<file path="src/rtl/core_cmd_dispatcher_pkg.sv">
// Shared definitions for the compute-core command dispatcher: dispatcher
// states, default widths and the {we1, we0} strobe encodings.
package core_cmd_dispatcher_pkg;

  localparam int CMD_W_DEF     = 35;
  localparam int DEPTH_DEF     = 8;
  localparam int TIMEOUT_W_DEF = 20;
  localparam int CNT_W_DEF     = 31;

  typedef enum logic [2:0] {
    ST_IDLE  = 3'd0,
    ST_LOAD  = 3'd1,
    ST_START = 3'd2,
    ST_WAIT  = 3'd3,
    ST_ERR   = 3'd4
  } state_t;

  // Strobe field is {command_we1, command_we0}
  localparam logic [1:0] STB_NONE  = 2'b00;
  localparam logic [1:0] STB_LATCH = 2'b01;
  localparam logic [1:0] STB_START = 2'b10;

  // Strobes the core should see while the dispatcher sits in a given state
  function automatic logic [1:0] strobe_for(input state_t st);
    logic [1:0] stb;
    stb = STB_NONE;
    case (st)
      ST_LOAD:  stb = STB_LATCH;
      ST_START: stb = STB_START;
      default:  stb = STB_NONE;
    endcase
    return stb;
  endfunction

endpackage

</file>
<file path="src/rtl/core_cmd_dispatcher_fifo.sv">
// Synchronous instruction queue: DEPTH entries of WIDTH bits, with a
// combinational head word and registered occupancy level.
module cmd_fifo #(
  parameter int WIDTH = 36,
  parameter int DEPTH = 8
) (
  input  logic                       clk,
  input  logic                       rst_n,
  input  logic                       clear,
  input  logic                       push,
  input  logic [WIDTH-1:0]           wdata,
  input  logic                       pop,
  output logic [WIDTH-1:0]           rdata,
  output logic [$clog2(DEPTH):0]     level,
  output logic                       full,
  output logic                       empty
);

  localparam int AW    = $clog2(DEPTH);
  localparam int LVL_W = AW + 1;
  localparam logic [LVL_W-1:0] FULL_LVL = LVL_W'(DEPTH);

  logic [WIDTH-1:0] mem [DEPTH];
  logic [AW-1:0]    wr_ptr;
  logic [AW-1:0]    rd_ptr;
  logic             do_push;
  logic             do_pop;

  assign full    = (level == FULL_LVL);
  assign empty   = (level == '0);
  assign do_push = push && !full && !clear;
  assign do_pop  = pop && !empty && !clear;
  assign rdata   = mem[rd_ptr];

  // Storage array; contents need no reset since level gates every read
  always_ff @(posedge clk) begin
    if (do_push) mem[wr_ptr] <= wdata;
  end

  // Pointers wrap naturally at DEPTH because DEPTH is a power of two
  always_ff @(posedge clk or negedge rst_n) begin
    if (!rst_n) begin
      wr_ptr <= '0;
      rd_ptr <= '0;
      level  <= '0;
    end else if (clear) begin
      wr_ptr <= '0;
      rd_ptr <= '0;
      level  <= '0;
    end else begin
      if (do_push) wr_ptr <= wr_ptr + AW'(1);
      if (do_pop)  rd_ptr <= rd_ptr + AW'(1);
      case ({do_push, do_pop})
        2'b10:   level <= level + LVL_W'(1);
        2'b01:   level <= level - LVL_W'(1);
        default: level <= level;
      endcase
    end
  end

endmodule

</file>
<file path="src/rtl/core_cmd_dispatcher.sv">
// Queues host instructions and feeds them one at a time to the compute core,
// waiting for done_ins between issues, with a hang watchdog and a program
// cycle counter.
module core_cmd_dispatcher
  import core_cmd_dispatcher_pkg::*;
#(
  parameter int CMD_W     = CMD_W_DEF,
  parameter int DEPTH     = DEPTH_DEF,
  parameter int TIMEOUT_W = TIMEOUT_W_DEF,
  parameter int CNT_W     = CNT_W_DEF
) (
  input  logic                     clk,
  input  logic                     rst_n,
  input  logic                     clear,
  input  logic                     cmd_valid,
  input  logic [CMD_W-1:0]         cmd_data,
  input  logic                     cmd_last,
  output logic                     cmd_ready,
  output logic [CMD_W-1:0]         command_in,
  output logic                     command_we0,
  output logic                     command_we1,
  input  logic                     done_ins,
  output logic                     busy,
  output logic                     all_done,
  output logic                     timeout_err,
  output logic [$clog2(DEPTH):0]   fifo_level,
  output logic [CNT_W-1:0]         cycle_count
);

  // Last WAIT cycle the watchdog tolerates is the one where it reads all-ones minus one
  localparam logic [TIMEOUT_W-1:0] WD_LAST = {{(TIMEOUT_W-1){1'b1}}, 1'b0};
  localparam logic [CNT_W-1:0]     CNT_MAX = '1;

  state_t               state_q;
  state_t               state_d;
  logic                 ready_en;
  logic                 fifo_push;
  logic                 fifo_pop;
  logic                 fifo_full;
  logic                 fifo_empty;
  logic [CMD_W:0]       head;
  logic                 cur_last;
  logic [TIMEOUT_W-1:0] wd_q;
  logic                 counting;
  logic                 finish_ok;
  logic                 finish_err;

  assign cmd_ready  = ready_en && !fifo_full && !clear;
  assign fifo_push  = cmd_valid && cmd_ready;
  assign fifo_pop   = (state_d == ST_LOAD);
  assign busy       = (state_q != ST_IDLE) || !fifo_empty;
  assign finish_ok  = (state_q == ST_WAIT) && done_ins && cur_last;
  assign finish_err = (state_q == ST_WAIT) && (state_d == ST_ERR);

  cmd_fifo #(
    .WIDTH (CMD_W + 1),
    .DEPTH (DEPTH)
  ) u_fifo (
    .clk   (clk),
    .rst_n (rst_n),
    .clear (clear),
    .push  (fifo_push),
    .wdata ({cmd_last, cmd_data}),
    .pop   (fifo_pop),
    .rdata (head),
    .level (fifo_level),
    .full  (fifo_full),
    .empty (fifo_empty)
  );

  // Next-state logic; done_ins beats the watchdog and clear beats everything
  always_comb begin
    state_d = state_q;
    case (state_q)
      ST_IDLE:  if (!fifo_empty && !timeout_err && !all_done) state_d = ST_LOAD;
      ST_LOAD:  state_d = ST_START;
      ST_START: state_d = ST_WAIT;
      ST_WAIT: begin
        if (done_ins) begin
          if (cur_last)         state_d = ST_IDLE;
          else if (!fifo_empty) state_d = ST_LOAD;
          else                  state_d = ST_IDLE;
        end else if (wd_q == WD_LAST) begin
          state_d = ST_ERR;
        end
      end
      ST_ERR:   state_d = ST_ERR;
      default:  state_d = ST_IDLE;
    endcase
    if (clear) state_d = ST_IDLE;
  end

  // State register, registered strobes, issued instruction and sticky flags
  always_ff @(posedge clk or negedge rst_n) begin
    if (!rst_n) begin
      state_q     <= ST_IDLE;
      ready_en    <= 1'b0;
      command_in  <= '0;
      command_we0 <= 1'b0;
      command_we1 <= 1'b0;
      cur_last    <= 1'b0;
      all_done    <= 1'b0;
      timeout_err <= 1'b0;
    end else if (clear) begin
      state_q     <= ST_IDLE;
      ready_en    <= 1'b1;
      command_in  <= '0;
      command_we0 <= 1'b0;
      command_we1 <= 1'b0;
      cur_last    <= 1'b0;
      all_done    <= 1'b0;
      timeout_err <= 1'b0;
    end else begin
      state_q                    <= state_d;
      ready_en                   <= 1'b1;
      {command_we1, command_we0} <= strobe_for(state_d);
      if (state_d == ST_LOAD) begin
        command_in <= head[CMD_W-1:0];
        cur_last   <= head[CMD_W];
      end
      if (finish_ok)  all_done    <= 1'b1;
      if (finish_err) timeout_err <= 1'b1;
    end
  end

  // Watchdog restarts in START and counts every WAIT cycle
  always_ff @(posedge clk or negedge rst_n) begin
    if (!rst_n)                           wd_q <= '0;
    else if (clear || state_q == ST_START) wd_q <= '0;
    else if (state_q == ST_WAIT)          wd_q <= wd_q + TIMEOUT_W'(1);
  end

  // Program cycle counter: armed by the first LOAD, frozen at completion or timeout
  always_ff @(posedge clk or negedge rst_n) begin
    if (!rst_n) begin
      counting    <= 1'b0;
      cycle_count <= '0;
    end else if (clear) begin
      counting    <= 1'b0;
      cycle_count <= '0;
    end else begin
      if (counting && cycle_count != CNT_MAX) cycle_count <= cycle_count + CNT_W'(1);
      if (finish_ok || finish_err)            counting <= 1'b0;
      else if (state_d == ST_LOAD)            counting <= 1'b1;
    end
  end

endmodule
</file>
<file path="config.mk">
export PLATFORM = sky130hd
export DESIGN_NAME = core_cmd_dispatcher
export DESIGN_NICKNAME = d
export VERILOG_FILES = /design/src/rtl/core_cmd_dispatcher_pkg.sv /design/src/rtl/core_cmd_dispatcher_fifo.sv /design/src/rtl/core_cmd_dispatcher.sv
export SDC_FILE = /design/constraint.sdc
export NUM_CORES = 1
export LEC_CHECK = 0
export CAP_MARGIN = 20
export CELL_PAD_IN_SITES_DETAIL_PLACEMENT = 1
export CELL_PAD_IN_SITES_GLOBAL_PLACEMENT = 2
export CORE_MARGIN = 8
export CORE_UTILIZATION = 45
export DETAILED_ROUTE_END_ITERATION = 10
export GPL_ROUTABILITY_DRIVEN = 0
export MAX_ROUTING_LAYER = met4
export PLACE_DENSITY = 0.86
export SLEW_MARGIN = 20
export SYNTH_ARGS = -nofsm -noshare
export SYNTH_HDL_FRONTEND = slang
export SYNTH_SLANG_ARGS = --single-unit
</file>
<file path="constraint.sdc">
create_clock -name clk -period 12.1 [get_ports clk]
set_clock_uncertainty 0.2 [all_clocks]
set_input_delay 3.63 -clock clk [delete_from_list [all_inputs] [get_ports clk]]
set_output_delay 3.63 -clock clk [all_outputs]
set_load 0.03 [all_outputs]
</file>
==> impl_metrics.ini, run 1 <==
[run_status]
status = completed

[die]
die_x_um = 204
num_rows = 69
dieArea_mm2 = 0.0417
die_y_um = 204
ios = 117
initial_core_util_pct = 45.2
core_mm2 = 0.0352

[yosys]
synth-edff-count = 288
async_flop_share_pct = 26.9
ys_seq_area_share_pct = 71.0
ys.flop_type = edfxtp_1
netlist_instances = 937
synth_seq_cells = 394
yosysWarnings = 0
syn_area_per_cell_um2 = 17.0
netlist_area_mm2 = 0.0159
synth_nets = 986
synth_cell_types = 62

[global_route]
antenna_found_initial = 4
grt_max_degree = 82
grt_use_total_pct = 17.7
grt_remaining_overflow = 0
grt_pass1_vias = 9496
grt_pass1_wl_mm = 55.7

[pwr]
vdd_drop_max_mv = 0.167
total_power_mw = 3.69
p_per_area_mw_per_mm2 = 194
p_leak_nw = 6.50

[layout]
final_common_cell = edfxtp_1
area.growth.synth_to_final_pct = 19.4
final_cell_mix = edfxtp_1, clkdlybuf4s50_1, dfrtp_1
drive_above_1_share_pct = 17.6
nets = 1116

[setup_path]
max_stage_delay_ns = 0.68
reg2reg_depth = 11
critPathBufInv = 3
criticalPathCategory = input pin to primary output
rr_startpoint = state_q[0]
worstPathRequired_ns = 8.27
critPathMaxFanout = 37
cp.arrival_ns = 5.04
worstSetupPathDepth = 5
critPathTopFamily = buffers and inverters
endpoint_kind = primary output
cp-endpoint = cmd_ready
crit_path_cell_trace = buf_2 -> buf_4 -> nand2b_1 -> a21oi_1 -> clkdlybuf4s50_1
startpoint_type = input pin
slowest_stage = clkdlybuf4s50_1
rrSetupSlack_ns = 7.87
r2r-end = u_fifo.level[3]
setup.worst_path.start = clear

[drt]
wl_mm = 36.1
drc = 0
ant_nets = 0
met3_length_mm = 1.83
dr_total_vias = 8780
wl_met1_mm = 15.4
wl_per_cell_um = 23.1
wl_met2_mm = 18.2
firstDrtPassIters = 4
highest_layer = met4
viasPerCell = 5.61
drtIter0Drc = 557

[timing]
finalSetupTns_ns = 0
maxSlewViolCount = 0
setup_violations = 0
worst_slew_pin_slew_ns = 1.11
final_hold_viol_count = 0
finalCritPeriodShare_pct = 73.3
relSlewSlack_pct = 26.0
fin_ws_ns = 3.23
rsz0062_at_grt = no
min_period_ns = 8.87
fmax_mhz = 113

[place]
place_hpwl_mm = 20.9
port-buffer-count = 116
dp_slack_ns = 3.21

[clock_network]
htreeDepth = 2
clk_latency_ns = 0.55
cts.clk_slew.worst_paths_ns = 0.06
ctsResizeCount = 0
clockBufferDepth = 3
cts_tree = yes
ctsHoldBuffers = 0
post_cts_buffers = 0
cts_buffers = 42
cts-root-buf = clkbuf_16
clock_sinks = 394

[run]
cap_violations = 0

[min_path]
hp-class = flip-flop to flip-flop
how the worst min path moves through the flow:
stage / from / endpoint / depth (start not counted)
finish: command_in[30] / command_in[30] / 2
global route: command_in[1] / command_in[1] / 1
CTS: command_in[30] / command_in[30] / 2
detailed placement: command_in[30] / command_in[30] / 2
global placement: command_in[33] / command_in[33] / 2
floorplan: wd_q[19] / wd_q[19] / 1
power breakdown:
part           internal (mW)  leakage [nW]  switching [mW]
sequential              1.54          4.04           0.138
combinational          0.356          1.80           0.401
clock                  0.713         0.659           0.538
total                   2.61          6.50            1.08
per-stage QoR:
stage / cells / instance area [µm²] / util, % / hold slack [ns]
floorplan: 937 / 15900 / - / 0.261
global placement: 1484 / 17600 / 50.1 / 0.298
detailed placement: 1484 / 17600 / 50.1 / 0.303
CTS: 1562 / 19000 / 54.0 / 0.319
global route: 1566 / 19000 / 54.0 / 0.343
finish: 1566 / 19000 / 54.0 / 0.315
cell usage after synthesis (2+ instances only):
cell	n	area, µm²
nand2_1	38	143
mux4_2	72	1620
nor4b_1	2	17.5
mux2i_1	38	380
buf_1	3	11.3
a31oi_1	6	37.5
clkbuf_1	28	105
or3_1	3	18.8
nand3_1	20	100
nand4_1	14	87.6
nand3_2	2	20.0
nor4_1	2	12.5
nor2b_1	4	25.0
o21ai_1	6	30.0
a31o_2	7	61.3
a22oi_1	2	15.0
ha_1	7	87.6
nand3b_1	33	248
dfrtp_1	106	2650
nand2b_1	6	37.5
xor2_1	34	298
nor4_4	3	63.8
buf_2	13	65.1
nor3_1	11	55.1
and4_1	4	35.0
a41oi_1	2	17.5
a21oi_1	16	80.1
o21ai_0	32	160
a21o_1	3	22.5
or4_1	2	15.0
a211oi_2	3	37.5
inv_1	11	41.3
nor2_1	74	278
nor3b_1	3	22.5
xnor2_1	8	70.1
edfxtp_1	288	8650
and3_1	6	37.5
cell families after synthesis:
logic type,synth area share [%]
flip-flops,71.0
AND/OR/NAND/NOR,8.31
buffers and inverters,1.45
XOR/XNOR,2.31
adder cells (fa/ha/maj),0.676
multiplexers,12.6
AO/OA/AOI/OAI,3.68
other,0.0236
state kept, by name, summed over array words and instances, names as in the netlist, 3 cells and up:
register and flops:
cycle_count 31, u_fifo.wr_ptr 3, u_fifo.rd_ptr 3, u_fifo.level 4, wd_q 20, command_in 35
u_fifo.mem 288, state_q 3
worst reg2reg max path, cell delays in order (launching register included):
cell and delay, ns:
dfrtp_1 0.50, or2_2 0.34, a31oi_1 0.51, nand3_4 0.79, nor2_1 0.51, ha_1 0.30, a21o_1 0.17, a21oi_1 0.23
nand2b_1 0.16, xnor2_1 0.12, a21oi_1 0.09, o22ai_1 0.20
cell type report:
type                    count  area [µm²]
fillers                  3266       16200
repair buffers            131        1270
well taps                 461         577
clock inverters            22         198
multi-input cells         486        4440
diodes                      4        10.0
clock buffers              56        1170
inverters                  12        45.0
flip-flops and latches    394       11300
metal layers:
layer  vias to the layer above  track usage [%]
li1                       3909                -
met1                      4617             22.0
met2                       203             29.5
met3                        51             3.46
met4                         0             4.68
met5                         -                -
Power figures use the tool's default switching activity.
==> run 2: changes to the inputs <==
- CORE_UTILIZATION: 45 -> 44
- PLACE_DENSITY: 0.86 -> 0.85
- clock period: 12.1 -> 9.1 ns (I/O delays scaled with it)
==> run 2 against run 1 <==
  * Via count increased by 0.28%
  * Global-route usage up 0.49 points
  * Die area rose by 2.1%
  * Clock power up 37%
  * Largest power group unchanged
==> impl_metrics.ini, run 2 (same netlist as run 1, synthesis figures left out) <==
[run_status]
status = completed

[setup_path]
max_stage_delay_ns = 0.69
worstPathRequired_ns = 6.17
startpoint_type = input pin
cp.arrival_ns = 3.83
endpoint_kind = primary output
critPathMaxFanout = 2
crit_path_cell_trace = buf_2 -> nand2b_1 -> a21oi_1 -> clkdlybuf4s50_1
criticalPathCategory = input pin to primary output
slowest_stage = clkdlybuf4s50_1

[timing]
setup_violations = 0
relSlewSlack_pct = 32.9
finalSetupTns_ns = 0
rsz0062_at_grt = no
finalCritPeriodShare_pct = 74.3
min_period_ns = 6.76
worst_slew_pin_slew_ns = 1.00
final_hold_viol_count = 0
fin_ws_ns = 2.34
fmax_mhz = 148
maxSlewViolCount = 0

[pwr]
vdd_drop_max_mv = 0.164
power_frac_comb_pct = 21.6
p_seq_share_pct = 44.0
p_leak_nw = 6.55
internal_power_mw = 3.55
switching_share_pct = 28.6
total_power_mw = 4.97
p_per_area_mw_per_mm2 = 260
switchingPower_mw = 1.42
clock_power_share_pct = 34.4

[clock_network]
ctsResizeCount = 0
cts.clk_slew.worst_paths_ns = 0.06
ctsHoldBuffers = 0
cts_tree = yes
cts_buffers = 41
post_cts_buffers = 0
clock_sinks = 394
clockBufferDepth = 3
cts-root-buf = clkbuf_16
clk_latency_ns = 0.55
htreeDepth = 2

[die]
core_mm2 = 0.0356
dieArea_mm2 = 0.0425
ios = 117
die_y_um = 206
num_rows = 69
initial_core_util_pct = 44.8
die_x_um = 206

[global_route]
grt_pass1_vias = 9733
grt_pass1_wl_mm = 57.4
antenna_found_initial = 2
grt_remaining_overflow = 0
grt_use_total_pct = 18.2
grt_max_degree = 82

[layout]
fill_cells = 3334
largest_reg_flops = 288
reg_top3 = u_fifo.mem: 288 flops, command_in: 35 flops, cycle_count: 31 flops
fin_area_mm2 = 0.0191
drive_above_1_share_pct = 17.6
nets = 1121
final_cell_mix = edfxtp_1, clkdlybuf4s50_1, dfrtp_1
area.growth.synth_to_final_pct = 19.9
final-seq-area_mm2 = 0.0113
multi_input_area_mm2 = 0.00445
largest_register = u_fifo.mem
final_common_cell = edfxtp_1

[drt]
wl_per_cell_um = 23.7
firstDrtPassIters = 4
wl_mm = 37.2
viasPerCell = 5.62
dr_total_vias = 8805
drc = 0
ant_nets = 0
drtIter0Drc = 466

[min_path]
hp-class = flip-flop to flip-flop

[place]
placed_cell_area_mm2 = 0.0177
dp_slack_ns = 2.34
place_hpwl_mm = 22.6
port-buffer-count = 116

[run]
cap_violations = 0
==> run 2: worst max-delay path: cells and delay by family <==
family,cells,cell delay (ns)
compound gates,1,0.14
buf+inv,2,0.80
simple gates,1,0.16
==> run 2: final timing paths <==
check / from / endpoint / slack [ns] / cells after the start
max in group asynchronous: rst_n / u_fifo.rd_ptr[1] / 5.39 / 2
min reg2reg: wd_q[19] / wd_q[19] / 0.30 / 1
max: clear / cmd_ready / 2.34 / 4
min in group asynchronous: rst_n / u_fifo.level[1] / 2.06 / 1
max reg2reg: state_q[0] / u_fifo.level[3] / 5.42 / 12
min: wd_q[19] / wd_q[19] / 0.30 / 1
==> run 2: layout make-up <==
cell class	count	area share, %
Timing Repair Buffer	137	6.89
Clock inverter	15	1.13
Clock buffer	60	6.22
Tap cell	461	3.02
Sequential cell	394	59.2
Inverter	12	0.236
Antenna cell	2	0.0262
Multi-Input combinational cell	486	23.3
==> run 2: power groups by stage <==
stage / Clock (mW) / Sequential (mW) / Combinational (mW)
floorplan: 0 / 2.33 / 0.549
global placement: 0 / 2.23 / 1.06
detailed placement: 0 / 2.23 / 1.09
CTS: 1.75 / 2.19 / 1.10
global route: 1.80 / 2.21 / 1.15
finish: 1.71 / 2.19 / 1.07
==> run 2: metrics by stage <==
step / hold WS, ns / util [%] / cells
finish: 0.304 / 53.7 / 1567
global route: 0.347 / 53.7 / 1567
CTS: 0.303 / 53.7 / 1565
detailed placement: 0.291 / 49.7 / 1490
global placement: 0.282 / 49.7 / 1490
floorplan: 0.261 / - / 937
==> run 2: layer usage <==
layer | wire (µm) | GRT usage, % | up-vias | part of all wire, %
li1 | - | - | 3913 | -
met1 | 15600 | 22.5 | 4640 | 42
met2 | 19000 | 30.8 | 191 | 51
met3 | 1820 | 3.07 | 61 | 4.9
met4 | 692 | 4.87 | 0 | 1.9
met5 | 0 | - | - | 0
==> run 3: changes to the inputs <==
- CORE_UTILIZATION: 44 -> 39
- PLACE_DENSITY: 0.85 -> 0.8
- clock period: 9.1 -> 5.8 ns (I/O delays scaled with it)
==> run 3 against run 2 <==
  * Global-route usage is 1.8 points lower
  * Critical path depth stayed put
  * Clock-buffer cell count decreased by 6
  * Flip-flop and latch count did not move
  * Cell area increased by 0.94%
  * Sequential power rose by 58%
  * Sequential share of layout area shrank 0.54 points
  * Non-clock buffer count increased by 5
  * First-iteration DRC count rose by 23%
  * Register-to-register slack lost 2.8 ns
  * Critical path type unchanged
  * Highest routed layer unchanged
==> impl_metrics.ini, run 3 (same netlist as run 1, synthesis figures left out) <==
[run_status]
status = completed

[pwr]
total_power_mw = 7.86
clock_power_share_pct = 34.5
switching_share_pct = 29.0
p_leak_nw = 6.57
switchingPower_mw = 2.28
power_frac_comb_pct = 21.6
p_per_area_mw_per_mm2 = 407
internal_power_mw = 5.58
p_seq_share_pct = 44.0
vdd_drop_max_mv = 0.266

[layout]
largest_reg_flops = 288
drive_above_1_share_pct = 18.2
nets = 1128
largest_register = u_fifo.mem
reg_top3 = u_fifo.mem: 288 flops, command_in: 35 flops, cycle_count: 31 flops
area.growth.synth_to_final_pct = 21.1
final_common_cell = edfxtp_1
fin_cells = 1648
final_core_util_pct = 47.5
fill_cells = 3908
fin_area_mm2 = 0.0193
final_cell_mix = edfxtp_1, clkdlybuf4s50_1, dfrtp_1

[setup_path]
r2r-end = u_fifo.level[3]
cp.arrival_ns = 2.84
critPathMaxFanout = 2
rrSetupSlack_ns = 2.58
startpoint_type = input pin
reg2reg_depth = 11
endpoint_kind = primary output
rr_startpoint = u_fifo.level[0]
criticalPathCategory = input pin to primary output
worstPathRequired_ns = 3.86

[run]
cap_violations = 0

[place]
port-buffer-count = 116
dp_slack_ns = 0.971
dp_cells = 1564
placed_cell_area_mm2 = 0.0178
place_hpwl_mm = 22.8

[global_route]
grt_use_met3_pct = 3.45
grt_pass1_wl_mm = 58.5
grt_busiest_layer = met2
antenna_found_initial = 3
grt_max_degree = 81
grt_use_total_pct = 16.4
grt_pass1_vias = 9774
gr-usage-met1_pct = 20.5
grt_remaining_overflow = 0
met2_usage_pct = 27.3

[timing]
hold_slack_ns = 0.303
fin_ws_ns = 1.02
setup_violations = 0
min_period_ns = 4.78
finalSetupTns_ns = 0
relSlewSlack_pct = 30.4
rsz0062_at_grt = no
finalCritPeriodShare_pct = 82.4
fmax_mhz = 209
worst_slew_pin_slew_ns = 1.03
final_hold_viol_count = 0
maxSlewViolCount = 0

[min_path]
min_path_cells = 1
hold_end = wd_q[19]
hp-class = flip-flop to flip-flop
hold_start = wd_q[19]

[die]
core_mm2 = 0.0406
num_rows = 74
die_y_um = 218
initial_core_util_pct = 39.3
dieArea_mm2 = 0.0476
die_x_um = 218
ios = 117

[clock_network]
htreeDepth = 2
cts-root-buf = clkbuf_16
cts_buffers = 43
clock_sinks = 394
ctsHoldBuffers = 0
post_cts_buffers = 0
cts_tree = yes
ctsResizeCount = 0
clk_latency_ns = 0.55
clockBufferDepth = 3
cts.clk_slew.worst_paths_ns = 0.06

[drt]
wl_mm = 37.7
dr_total_vias = 8898
drtIter0Drc = 575
ant_nets = 0
drc = 0
viasPerCell = 5.40
firstDrtPassIters = 5
wl_per_cell_um = 22.9
[run 3: area by class of cell]
type                            count  area [µm²]  share of cell area, %
Antenna cell                        4        10.0                 0.0519
Clock buffer                       54        1150                   5.95
Clock inverter                     24         260                   1.35
Inverter                           12        45.0                  0.234
Multi-Input combinational cell    486        4450                   23.1
Sequential cell                   394       11300                   58.7
Tap cell                          532         666                   3.45
Timing Repair Buffer              142        1390                   7.20
[run 3: power by group through the flow]
| stage | Clock (mW) | Combinational (mW) | Sequential (mW) |
|---|---|---|---|
| 6_report | 2.71 | 1.69 | 3.45 |
| 5_1_grt | 2.89 | 1.82 | 3.48 |
| 4_1_cts | 2.78 | 1.62 | 3.55 |
| 3_5_place_dp | 0 | 1.60 | 3.60 |
| 3_3_place_gp | 0 | 1.56 | 3.60 |
| 2_1_floorplan | 0 | 0.861 | 3.65 |
[run 3: metal layers]
metal  vias to the layer above  share of wire, %
li1                       3942                 -
met1                      4715                43
met2                       201                50
met3                        40               5.3
met4                         0               1.4
met5                         -                 0
[run 3: critical path: stages]
cell and delay (ns):
buf_2 0.11, nand2b_1 0.16, a21oi_1 0.14, clkdlybuf4s50_1 0.69
[run 3: how the worst max path moves through the flow]
stage	from	endpoint	slack [ns]
6_report	clear	cmd_ready	1.02
5_1_grt	clear	cmd_ready	0.96
4_1_cts	clear	cmd_ready	1.0
3_3_place_gp	done_ins	u_fifo.level[2]	1.05
3_5_place_dp	done_ins	u_fifo.level[2]	0.97
2_1_floorplan	clear	u_fifo.mem[3][0]	-0.46
